## src/rtl/tdm_demux4.sv

```systemverilog
// Receive side of a 4-channel TDM link: steers serial samples into slots 0..3 using
// a sync-aligned round-robin counter and publishes each complete frame on a..d.
module tdm_demux4 #(
  parameter int WIDTH = 1
) (
  input  logic             clk,
  input  logic             rst,
  input  logic [WIDTH-1:0] din,
  input  logic             din_valid,
  input  logic             sync,
  output logic [WIDTH-1:0] a,
  output logic [WIDTH-1:0] b,
  output logic [WIDTH-1:0] c,
  output logic [WIDTH-1:0] d,
  output logic             s1,
  output logic             s2,
  output logic             locked,
  output logic             frame_valid,
  output logic             sync_err
);

  typedef enum logic {HUNT = 1'b0, LOCKED = 1'b1} state_t;

  state_t           state;
  logic [1:0]       slot;
  logic [WIDTH-1:0] shadow0, shadow1, shadow2;

  // Handshake: a sample is consumed on every rising edge where din_valid=1; there is
  // no back-pressure. sync is meaningful only on those edges.
  always_ff @(posedge clk or posedge rst) begin
    if (rst) begin
      state       <= HUNT;
      slot        <= 2'd0;
      shadow0     <= '0;
      shadow1     <= '0;
      shadow2     <= '0;
      a           <= '0;
      b           <= '0;
      c           <= '0;
      d           <= '0;
      frame_valid <= 1'b0;
      sync_err    <= 1'b0;
    end else begin
      frame_valid <= 1'b0;
      sync_err    <= 1'b0;
      if (din_valid) begin
        case (state)
          HUNT: begin
            if (sync) begin
              shadow0 <= din;
              slot    <= 2'd1;
              state   <= LOCKED;
            end
          end
          LOCKED: begin
            if (sync && slot != 2'd0) begin
              // Sync mid-frame: drop the partial frame and realign on this sample.
              sync_err <= 1'b1;
              shadow0  <= din;
              slot     <= 2'd1;
            end else begin
              case (slot)
                2'd0: shadow0 <= din;
                2'd1: shadow1 <= din;
                2'd2: shadow2 <= din;
                default: begin
                  // Slot 3 goes straight to d so the frame lands one edge after it.
                  a           <= shadow0;
                  b           <= shadow1;
                  c           <= shadow2;
                  d           <= din;
                  frame_valid <= 1'b1;
                end
              endcase
              slot <= slot + 2'd1;
            end
          end
          default: state <= HUNT;
        endcase
      end
    end
  end

  assign s1     = slot[1];
  assign s2     = slot[0];
  assign locked = (state == LOCKED);

endmodule

```

## config.mk

```make
export PLATFORM = sky130hd
export DESIGN_NAME = tdm_demux4
export DESIGN_NICKNAME = d
export VERILOG_FILES = /design/src/rtl/tdm_demux4.sv
export SDC_FILE = /design/constraint.sdc
export NUM_CORES = 1
export LEC_CHECK = 0
export BUFFER_PORTS_ARGS = -buffer_cell sky130_fd_sc_hd__buf_2
export CORE_UTILIZATION = 30
export CTS_CLUSTER_DIAMETER = 200
export DETAILED_ROUTE_END_ITERATION = 7
export MAX_ROUTING_LAYER = met4
export SKIP_CTS_REPAIR_TIMING = 1
export SLEW_MARGIN = 10
export SYNTH_ARGS = -nofsm -noshare
export SYNTH_HDL_FRONTEND = slang
export SYNTH_SLANG_ARGS = --single-unit
```

## constraint.sdc

```tcl
create_clock -name clk -period 3.2 [get_ports clk]
set_clock_uncertainty 0.15 [all_clocks]
set_input_delay 0.64 -clock clk [delete_from_list [all_inputs] [get_ports clk]]
set_output_delay 0.64 -clock clk [all_outputs]
set_load 0.1 [all_outputs]
```

Yosys cells after proc, flatten, opt, wreduce, memory -nomap -nowiden
Index checks and enable logic that the tools add are counted.

Bits in registers: 12. Bits in latches: 0. Memory bits (writable): 0. Memory bits (read-only): 0. Bits of input ports: 5. Memories: 0.

$add $sub $neg: 1. Multiply operators: 0. Divide/modulo/power cells: 0. Magnitude comparators: 0. Equality and inequality tests: 4. Shift operators: 0. Multiplexer cells: 16. Bitwise gates (word level): 3. Reduce and logical (&&, ||, !) cells: 9.

Operator list (count): 2-to-1 mux 1 bit (12); AND reduction 4 bit (3); 2-to-1 mux 2 bit (2); case mux 2 bit (2 select lines) (1); != test 3 x 1 -> 1 bit (second input constant) (1); NOT 1 bit (3); AND reduction 3 bit (1); OR reduction 3 bit (1); adder 2 x 1 -> 2 bit (second input constant) (1); equality test 2 x 1 -> 1 bit (second input constant) (1); equality test 2 bit (second input constant) (1); zero test 2 bit (1); != test 2 bit (second input constant) (1); case mux 1 bit (2 select lines) (1); AND reduction 2 bit (1); nonzero test 2 bit (1); logical AND 1 bit (1).

Longest topological paths before layout
Gate-level depths: netlist of run 1.

Word-level depth: 6. Depth in mapped cells: 5. Depth with buffers taken out: 5.

Least setup slack after synthesis of run 1
No wires, ideal clock.

Kind: reg-to-reg. Start point: register slot[0]. End point: register a. Setup time: 0.126 ns. Arrival time: 2.061 ns. Required time: 2.924 ns. Setup slack: 0.863 ns. Stages on the path, launching flop included: 6. Path buffers: 0. Clock period less this slack: 2.337 ns. Cells stage by stage: dfrtp_1 -> inv_1 -> ha_1 -> nand2b_2 -> nand4_4 -> mux2_2.

Cells in the longest elaborated chain, start to end: 4. Elaborated cells between the ends (all ways): 9. Classes of those cells: eq/ne: 2; bitwise: 2; reduce/logical: 5.

RTL lines: from (decl) (RTL line 25) `logic [1:0] slot;`; from (signal assigned) (RTL line 75) `slot <= slot + 2'd1;`; equality test 2 bit, or another cell as far along (RTL line 62) `case (slot)`; OR reduction 3 bit (no source line) / logical AND 1 bit (equally long branches); NOT 1 bit (no source line); AND reduction 4 bit (no source line) *; to (signal assigned) (RTL line 68) `a <= shadow0;`; to (decl) (RTL line 11) `output logic [WIDTH-1:0] a,`.

Mark *: on every way between the ends. The rest lies on a longest branch, timed or not. A chain may end at the register's enable or synchronous reset.

Worst setup path after layout of run 1
Start point: register state, in the netlist locked. End point: output port locked.

RTL lines: from (decl) (RTL line 24) `state_t state;`; from (signal assigned) (RTL line 32) `state <= HUNT;`; from (signal assigned) (RTL line 52) `state <= LOCKED;`; from (signal assigned) (RTL line 78) `default: state <= HUNT;`; to (decl) (RTL line 17) `output logic locked,`.

No word-level cell between the ends.

==> impl_metrics.csv, run 1 <==
group,metric,value,unit
global_route,first_global_vias,351,
finish,final_net_count,67,
run,drv_cap,0,
floorplanning,die_x,44.60,µm
placed_design,io_buffers,13,
finish,layout-drive-gt1-share,47.37,%
sta,finalHoldViolations,0,
hold_path,min_path_type,"in -> async",
global_route,grt_remaining_overflow,0,
setup_path,crit_slowest_cell,"dfrtp_1",
setup_path,crit_buf_inv,1,
sta,fin_crit,2.063,ns
routing,drtAntennaViolNets,0,
cts,clkTransAtPathRegs,0.07,ns
floorplanning,core,1708,µm²
logic_synthesis,synth_seq_area_share,55.17,%
setup_path,cp-end-kind,"output pin",
floorplanning,die_h,44.60,µm
setup_path,crit_family,"flip-flops",
logic_synthesis,syn-num-nets,49,
cts,ctsRootBufferMaster,"clkbuf_4",
sta,maxSlewHeadroom,67.64,%
finish,syn2layout_area_growth,24.37,%
setup_path,critPathArrivalTime,1.27,ns
routing,routed-via-count,362,
placed_design,dpl.hpwl,659.7,µm
sta,fmaxAchievable,484.8,MHz
placed_design,gp_congestion,0.6993,
finish,n_fill_cell,170,
routing,drc_errors,0,
routing,wl_per_cell,11.15,µm
cts,cts_buffer_depth,2,
cts,cts_made_buffers,3,
floorplanning,initial_core_util,31.87,%
logic_synthesis,ys_seq_elements,12,
logic_synthesis,synthesis.area,544.3,µm²
floorplanning,rows,15,
setup_path,setup.worst_path.start,"locked$_DFFE_PP0P_",
setup_path,crit_type,"reg -> out",
logic_synthesis,synth_area_per_cell,13.61,µm²
global_route,grt_pass1_wl,1573,µm
sta,post-route-period-util,64.46,%
setup_path,start_kind,"register",
global_route,antenna_found_initial,0,
routing,drt_iter0_drc,6,
sta,maxSlewViolCount,0,
cts,clock_sinks,12,
setup_path,required,2.41,ns
routing,wirelength,914,µm
setup_path,crit_chain,"buf_2",
global_route,grt_max_degree,13,
routing,vias_per_cell,4.415,
logic_synthesis,synth_cells,40,
sta,setup_violations,0,
finish,antenna_cells,0,
floorplanning,io_pins,14,
setup_path,worst-path-max-fanout,8,
logic_synthesis,synth.distinct_cells,15,
cts,clock_latency,0.27,ns
run_status,status,"completed",
sta,fin_tns_setup,0,ns
global_route,grtUsageTotal,12.16,%
logic_synthesis,yosysWarnings,0,
routing,dr.pass1.iters,4,
cts,ctsHtreeMaxLevel,1,
sta,tightest_slew,0.4887,ns
floorplanning,dieArea,1989,µm²
setup_path,rr_startpoint,"slot[1]$_DFFE_PP0P_",
setup_path,max_stage_delay,0.51,ns
cts,cts_tree,"done",
sta,rsz0062_at_grt,"no",
-- cell usage in the layout (no fill, tap or decap) --
master,instances
ha_1,4
nand2_1,1
nand2b_2,1
a21oi_1,1
dfrtp_1,12
clkbuf_8,1
a22o_1,1
nand4_4,1
mux2i_1,1
nor2b_1,2
nor2_1,1
inv_1,4
clkbuf_4,3
a21o_2,1
o21ai_0,1
mux2_2,7
nand4_1,2
buf_2,13
-- path summary, 6_finish.rpt --
path                                       end  slack [ns]  cells past startpoint
setup / recovery                        locked        1.14                      1
min in group clk                 c$_DFFE_PP0P_        0.35                      1
hold reg to reg                  c$_DFFE_PP0P_        0.35                      1
max in group asynchronous  slot[0]$_DFFE_PP0P_        2.39                      2
hold / removal             shadow1$_DFFE_PP0P_        0.20                      2
setup reg to reg                 a$_DFFE_PP0P_        1.50                      5
-- cell families (layout without fill, tap and decap cells) --
group	count (synthesis)	after routing	synth area share, %
mux	8	8	16.32
compound gates	4	4	5.056
fa+ha+maj	4	4	9.196
flops	12	12	55.17
simple gates	8	8	11.49
buf+inv	4	21	2.758
-- sequential cells by signal, indices dropped and copies added (netlist names) --
| signal | cells |
|---|---|
| slot | 2 |
| a | 1 |
| b | 1 |
| c | 1 |
| d | 1 |
| frame_valid | 1 |
| locked | 1 |
| shadow0 | 1 |
| shadow1 | 1 |
| shadow2 | 1 |
| sync_err | 1 |
-- per-stage QoR --
step	worst slack, ns	std cells	area (µm²)	util, %	hold WS [ns]
global placement	1.474	78	640.6	37.51	0.3338
detailed placement	1.453	78	640.6	37.51	0.3416
finish	1.137	82	676.9	39.63	0.2041
floorplan	0.8631	40	544.3	-	0.3249
global route	1.058	82	676.9	39.63	0.2338
CTS	1.130	82	676.9	39.63	0.2238
-- cell usage after synthesis (all sizes together) --
master  number  area (µm²)
dfrtp       12       300.3
mux2         7       78.83
ha           4       50.05
inv          4       15.01
nand4        3       33.78
nor2b        2       12.51
a21o         1       8.760
a21oi        1       5.000
a22o         1       8.760
mux2i        1       10.01
nand2        1       3.750
nand2b       1       8.760
nor2         1       3.750
o21ai        1       5.000
-- layout make-up --
type                       instances  area, µm²  area share (%)
multi-input combinational         24      229.0           33.83
sequential                        12      300.3           44.36
clock buffer                       4      36.28           5.360
timing repair buffer              13      65.06           9.612
tap                               25      31.28           4.621
inverter                           4      15.01           2.218
-- per-layer routing --
metal	GRT usage [%]	vias up	share of wire (%)
li1	-	171	-
met1	13.74	173	43
met2	16.76	14	46
met3	7.755	4	8.2
met4	5.455	0	2.3
met5	-	-	0
Power of run 1 is left out: the tool's default activity adds up to more than one toggle a clock period on the data nets, which glitch-free logic cannot reach.
==> inputs of run 2 (changes only) <==
Clock period 3.2 ns to 1.7 ns, I/O delays scaled along.
==> impl_metrics.csv, run 2 (synthesized netlist as in run 1, its figures left out) <==
group,metric,value,unit
run_status,status,"completed",
setup_path,rr_startpoint,"slot[1]$_DFFE_PP0P_",
sta,fmaxAchievable,631.0,MHz
routing,dr.max_layer_used,"met3",
finish,final_common_cell,"buf_2",
placed_design,io_buffers,13,
finish,fin_util,42.71,%
cts,clkTransAtPathRegs,0.07,ns
floorplanning,rows,15,
cts,cts_made_buffers,3,
finish,final_net_count,68,
finish,top_register,"slot",
routing,vias_per_cell,4.313,
routing,wirelength,900,µm
setup_path,cp-end-kind,"register",
setup_path,crit_type,"reg -> reg",
placed_design,pre_cts_ws,0.1268,ns
sta,whs,0.1983,ns
sta,setup_violations,0,
setup_path,crit_slowest_cell,"dfrtp_4",
setup_path,cp-endpoint,"a$_DFFE_PP0P_",
sta,post-route-period-util,93.22,%
sta,fin_crit,1.585,ns
cts,cts_buffer_depth,2,
floorplanning,die_h,44.60,µm
global_route,first_global_vias,311,
cts,cts_tree,"done",
setup_path,start_kind,"register",
sta,maxSlewViolCount,0,
setup_path,r2r_cells,5,
setup_path,r2r-end,"a$_DFFE_PP0P_",
global_route,grtUsageTotal,11.70,%
finish,layout-drive-gt1-share,56.90,%
cts,clock_sinks,12,
placed_design,placed_cells,78,
finish,fin_cells,83,
setup_path,setup.worst_path.start,"slot[1]$_DFFE_PP0P_",
sta,finalHoldViolations,0,
global_route,grt_pass1_wl,1476,µm
routing,routed-via-count,358,
setup_path,worst-path-max-fanout,5,
routing,dr.pass1.iters,4,
setup_path,critPathArrivalTime,1.60,ns
cts,clock_latency,0.27,ns
sta,layout_setup_ws,0.1153,ns
routing,met2RoutedLength,395,µm
placed_design,dpl.hpwl,651.6,µm
global_route,grt_remaining_overflow,0,
finish,layout_common_cells,"buf_2 (10), dfrtp_1 (9), mux2_2 (6), clkbuf_4 (6), ha_1 (3)",
routing,drc_errors,0,
cts,ctsHtreeMaxLevel,1,
sta,tightest_slew,0.4854,ns
floorplanning,io_pins,14,
floorplanning,core,1708,µm²
setup_path,max_stage_delay,0.51,ns
setup_path,rrSetupSlack,0.12,ns
finish,antenna_cells,0,
global_route,grt_max_degree,13,
placed_design,gp_congestion,0.7316,
floorplanning,dieArea,1989,µm²
cts,ctsRootBufferMaster,"clkbuf_4",
setup_path,crit_chain,"inv_4, ha_4, nand2b_4, nand4_4, mux2_4",
sta,maxSlewHeadroom,67.86,%
hold_path,hold_depth,2,
setup_path,required,1.71,ns
routing,drtAntennaViolNets,0,
finish,n_fill_cell,171,
run,drv_cap,0,
routing,wl_per_cell,10.84,µm
routing,drt_iter0_drc,1,
routing,met3_length,62,µm
floorplanning,initial_core_util,31.87,%
finish,syn2layout_area_growth,34.02,%
global_route,antenna_found_initial,0,
sta,rsz0062_at_grt,"no",
finish,largest_register_ffs,2,
floorplanning,die_x,44.60,µm
routing,wl_met1,442,µm
hold_path,min_path_type,"in -> reg",
run 2: worst max-delay path: cells and delay by family (launching register included):
family	cells	cell delay, ns
buf+inv	1	0.08
mux	1	0.32
flops	1	0.51
fa+ha+maj	1	0.13
simple gates	2	0.28
run 2: worst min-delay path by stage:
stage | from | endpoint
6_report | sync | locked$_DFFE_PP0P_
5_1_grt | sync | locked$_DFFE_PP0P_
4_1_cts | rst | shadow0$_DFFE_PP0P_
3_5_place_dp | rst | shadow0$_DFFE_PP0P_
3_3_place_gp | rst | sync_err$_DFF_PP0_
2_1_floorplan | rst | a$_DFFE_PP0P_
run 2: cell type report:
type                       instances  area [µm²]  share of cell area [%]
sequential                        12       309.0                   42.37
multi-input combinational         24       250.2                   34.31
clock buffer                       4       36.28                   4.974
timing repair buffer              14       82.58                   11.32
inverter                           4       20.02                   2.744
tap                               25       31.28                   4.288
run 2: metrics by stage:
step / setup TNS [ns] / cell area [µm²]
finish: 0 / 729.5
global route: 0 / 729.5
CTS: 0 / 711.9
detailed placement: 0 / 675.6
global placement: 0 / 675.6
floorplan: -0.07293 / 579.3
run 2: layer usage:
metal | track usage [%] | up-vias
met2 | 14.41 | 11
met4 | 5.455 | 0
met1 | 13.92 | 172
met3 | 8.571 | 0
met5 | - | -
li1 | - | 175
Power of run 2 is left out for the same reason.
==> inputs of run 3 (changes only) <==
Settings changed: ABC_AREA set to 1.
==> impl_metrics.csv, run 3 <==
group,metric,value,unit
run_status,status,"completed",
run,drv_cap,0,
logic_synthesis,synth_flop_cell,"dfrtp_1",
routing,met3_length,32,µm
logic_synthesis,synth.distinct_cells,11,
logic_synthesis,synth_edf_count,0,
sta,setup_violations,0,
logic_synthesis,syn-num-nets,72,
routing,routed-via-count,456,
sta,maxSlewHeadroom,67.91,%
setup_path,start_kind,"register",
logic_synthesis,synth_most_common_cell,"nand2_1",
routing,drtAntennaViolNets,0,
cts,cts_tree,"done",
cts,clock_latency,0.27,ns
global_route,antenna_found_initial,0,
global_route,grtUsageTotal,12.17,%
finish,antenna_cells,0,
placed_design,io_buffers,13,
floorplanning,die_x,45.56,µm
cts,ctsHtreeMaxLevel,1,
routing,vias_per_cell,4.343,
setup_path,crit_type,"reg -> out",
setup_path,cp-end-kind,"output pin",
floorplanning,initial_core_util,32.62,%
logic_synthesis,synth_seq_area_share,52.75,%
global_route,grt_max_degree,13,
finish,layout-drive-gt1-share,28.75,%
floorplanning,core,1745,µm²
sta,maxSlewViolCount,0,
sta,whs,0.1728,ns
cts,clock_sinks,12,
logic_synthesis,synth_cells,63,
routing,wirelength,1028,µm
logic_synthesis,ys_seq_elements,12,
floorplanning,rows,15,
finish,top_register,"slot",
routing,drc_errors,0,
placed_design,placed_cells,100,
logic_synthesis,synth_top_area_share,52.75,%
setup_path,required,1.21,ns
routing,dr.pass1.iters,4,
cts,cts_made_buffers,3,
setup_path,crit_family,"buffers and inverters",
sta,fin_tns_setup,0,ns
setup_path,crit_slowest_cell,"buf_2",
logic_synthesis,synth_top_area_cell,"dfrtp_1",
cts,cts_buffer_depth,2,
floorplanning,die_h,45.56,µm
finish,syn2layout_area_growth,23.08,%
floorplanning,dieArea,2076,µm²
setup_path,crit_chain,"buf_2",
logic_synthesis,async_flop_share,100.0,%
global_route,grt_pass1_wl,1697,µm
logic_synthesis,synth_area_per_cell,9.036,µm²
sta,finalHoldViolations,0,
finish,layout_common_cells,"nand2_1 (22), buf_2 (13), dfrtp_1 (9)",
sta,tightest_slew,0.4846,ns
logic_synthesis,synth_common_cells,"nand2_1 (22), dfrtp_1 (12), inv_1 (6), nand4_1 (6), nand3_1 (5)",
global_route,grt_remaining_overflow,0,
setup_path,crit_buf_inv,1,
sta,post-route-period-util,95.06,%
routing,met2RoutedLength,484,µm
setup_path,critPathArrivalTime,1.13,ns
routing,dr.max_layer_used,"met3",
finish,final_net_count,90,
placed_design,dpl.hpwl,769.3,µm
sta,fmaxAchievable,618.8,MHz
setup_path,max_stage_delay,0.44,ns
routing,wl_per_cell,9.790,µm
logic_synthesis,synthTopCellsByArea,"dfrtp_1 (53%), nand2_1 (15%), ha_1 (8.8%)",
global_route,first_global_vias,389,
cts,clkTransAtPathRegs,0.08,ns
placed_design,gp_congestion,0.7392,
finish,fin_cells,105,
routing,drt_iter0_drc,12,
routing,wl_met1,511,µm
sta,fin_crit,1.616,ns
logic_synthesis,yosysWarnings,0,
floorplanning,io_pins,14,
logic_synthesis,synthesis.area,569.3,µm²
cts,ctsRootBufferMaster,"clkbuf_4",
sta,rsz0062_at_grt,"no",
finish,final_common_cell,"nand2_1",
finish,largest_register_ffs,2,
hold_path,min_path_type,"in -> reg",
finish,n_fill_cell,183,
setup_path,worst-path-max-fanout,6,
finish,fin_util,40.14,%
## run 3: cell types whose count changed after synthesis, sizes merged, moves of 2 or more
| cell | before | now |
|---|---|---|
| mux2 | 7 | 0 |
| inv | 4 | 7 |
| nor2b | 2 | 0 |
| nand4 | 3 | 6 |
| nand2 | 1 | 23 |
| buf | 0 | 2 |
| o21ai | 1 | 3 |
| nand3 | 0 | 5 |
## run 3: final cells by class
cell class / count / area (µm²) / share of cell area [%]
multi-input cells: 42 / 220.2 / 31.43
flip-flops and latches: 12 / 304.0 / 43.39
repair buffers: 15 / 82.58 / 11.79
well taps: 25 / 31.28 / 4.464
inverters: 7 / 26.28 / 3.750
clock buffers: 4 / 36.28 / 5.179
## run 3: final timing paths
| check | from | end | slack, ns | cells after the start |
|---|---|---|---|---|
| min reg2reg | d$_DFFE_PP0P_ | d$_DFFE_PP0P_ | 0.32 | 2 |
| max in group asynchronous | rst | slot[1]$_DFFE_PP0P_ | 0.59 | 3 |
| min in group asynchronous | rst | sync_err$_DFF_PP0_ | 0.47 | 3 |
| max | slot[0]$_DFFE_PP0P_ | s2 | 0.08 | 1 |
| max reg2reg | slot[0]$_DFFE_PP0P_ | shadow1$_DFFE_PP0P_ | 0.21 | 8 |
| min | din | shadow0$_DFFE_PP0P_ | 0.17 | 3 |
## run 3: routing by layer
layer | vias to the layer above | GRT usage (%)
li1 | 236 | -
met1 | 212 | 15.69
met2 | 8 | 17.43
met3 | 0 | 2.381
met4 | 0 | 7.273
met5 | - | -
## run 3: kinds of logic after synthesis
kind of cell               count (synthesis)  share of synthesized area (%)
buffers and inverters                      9                          8.570
adders and majority gates                  4                          8.792
AOI/OAI and AO/OA                          3                          2.637
and+or+nand+nor                           35                          27.25
DFF                                       12                          52.75
## run 3: per-stage QoR
stage          worst slack, ns  area, µm²
4_1_cts                0.06830      690.7
6_report               0.08395      700.7
3_5_place_dp            0.2301      654.4
5_1_grt                0.04108      700.7
2_1_floorplan         0.001963      573.1
3_3_place_gp            0.2622      654.4
Power of run 3 is left out for the same reason.
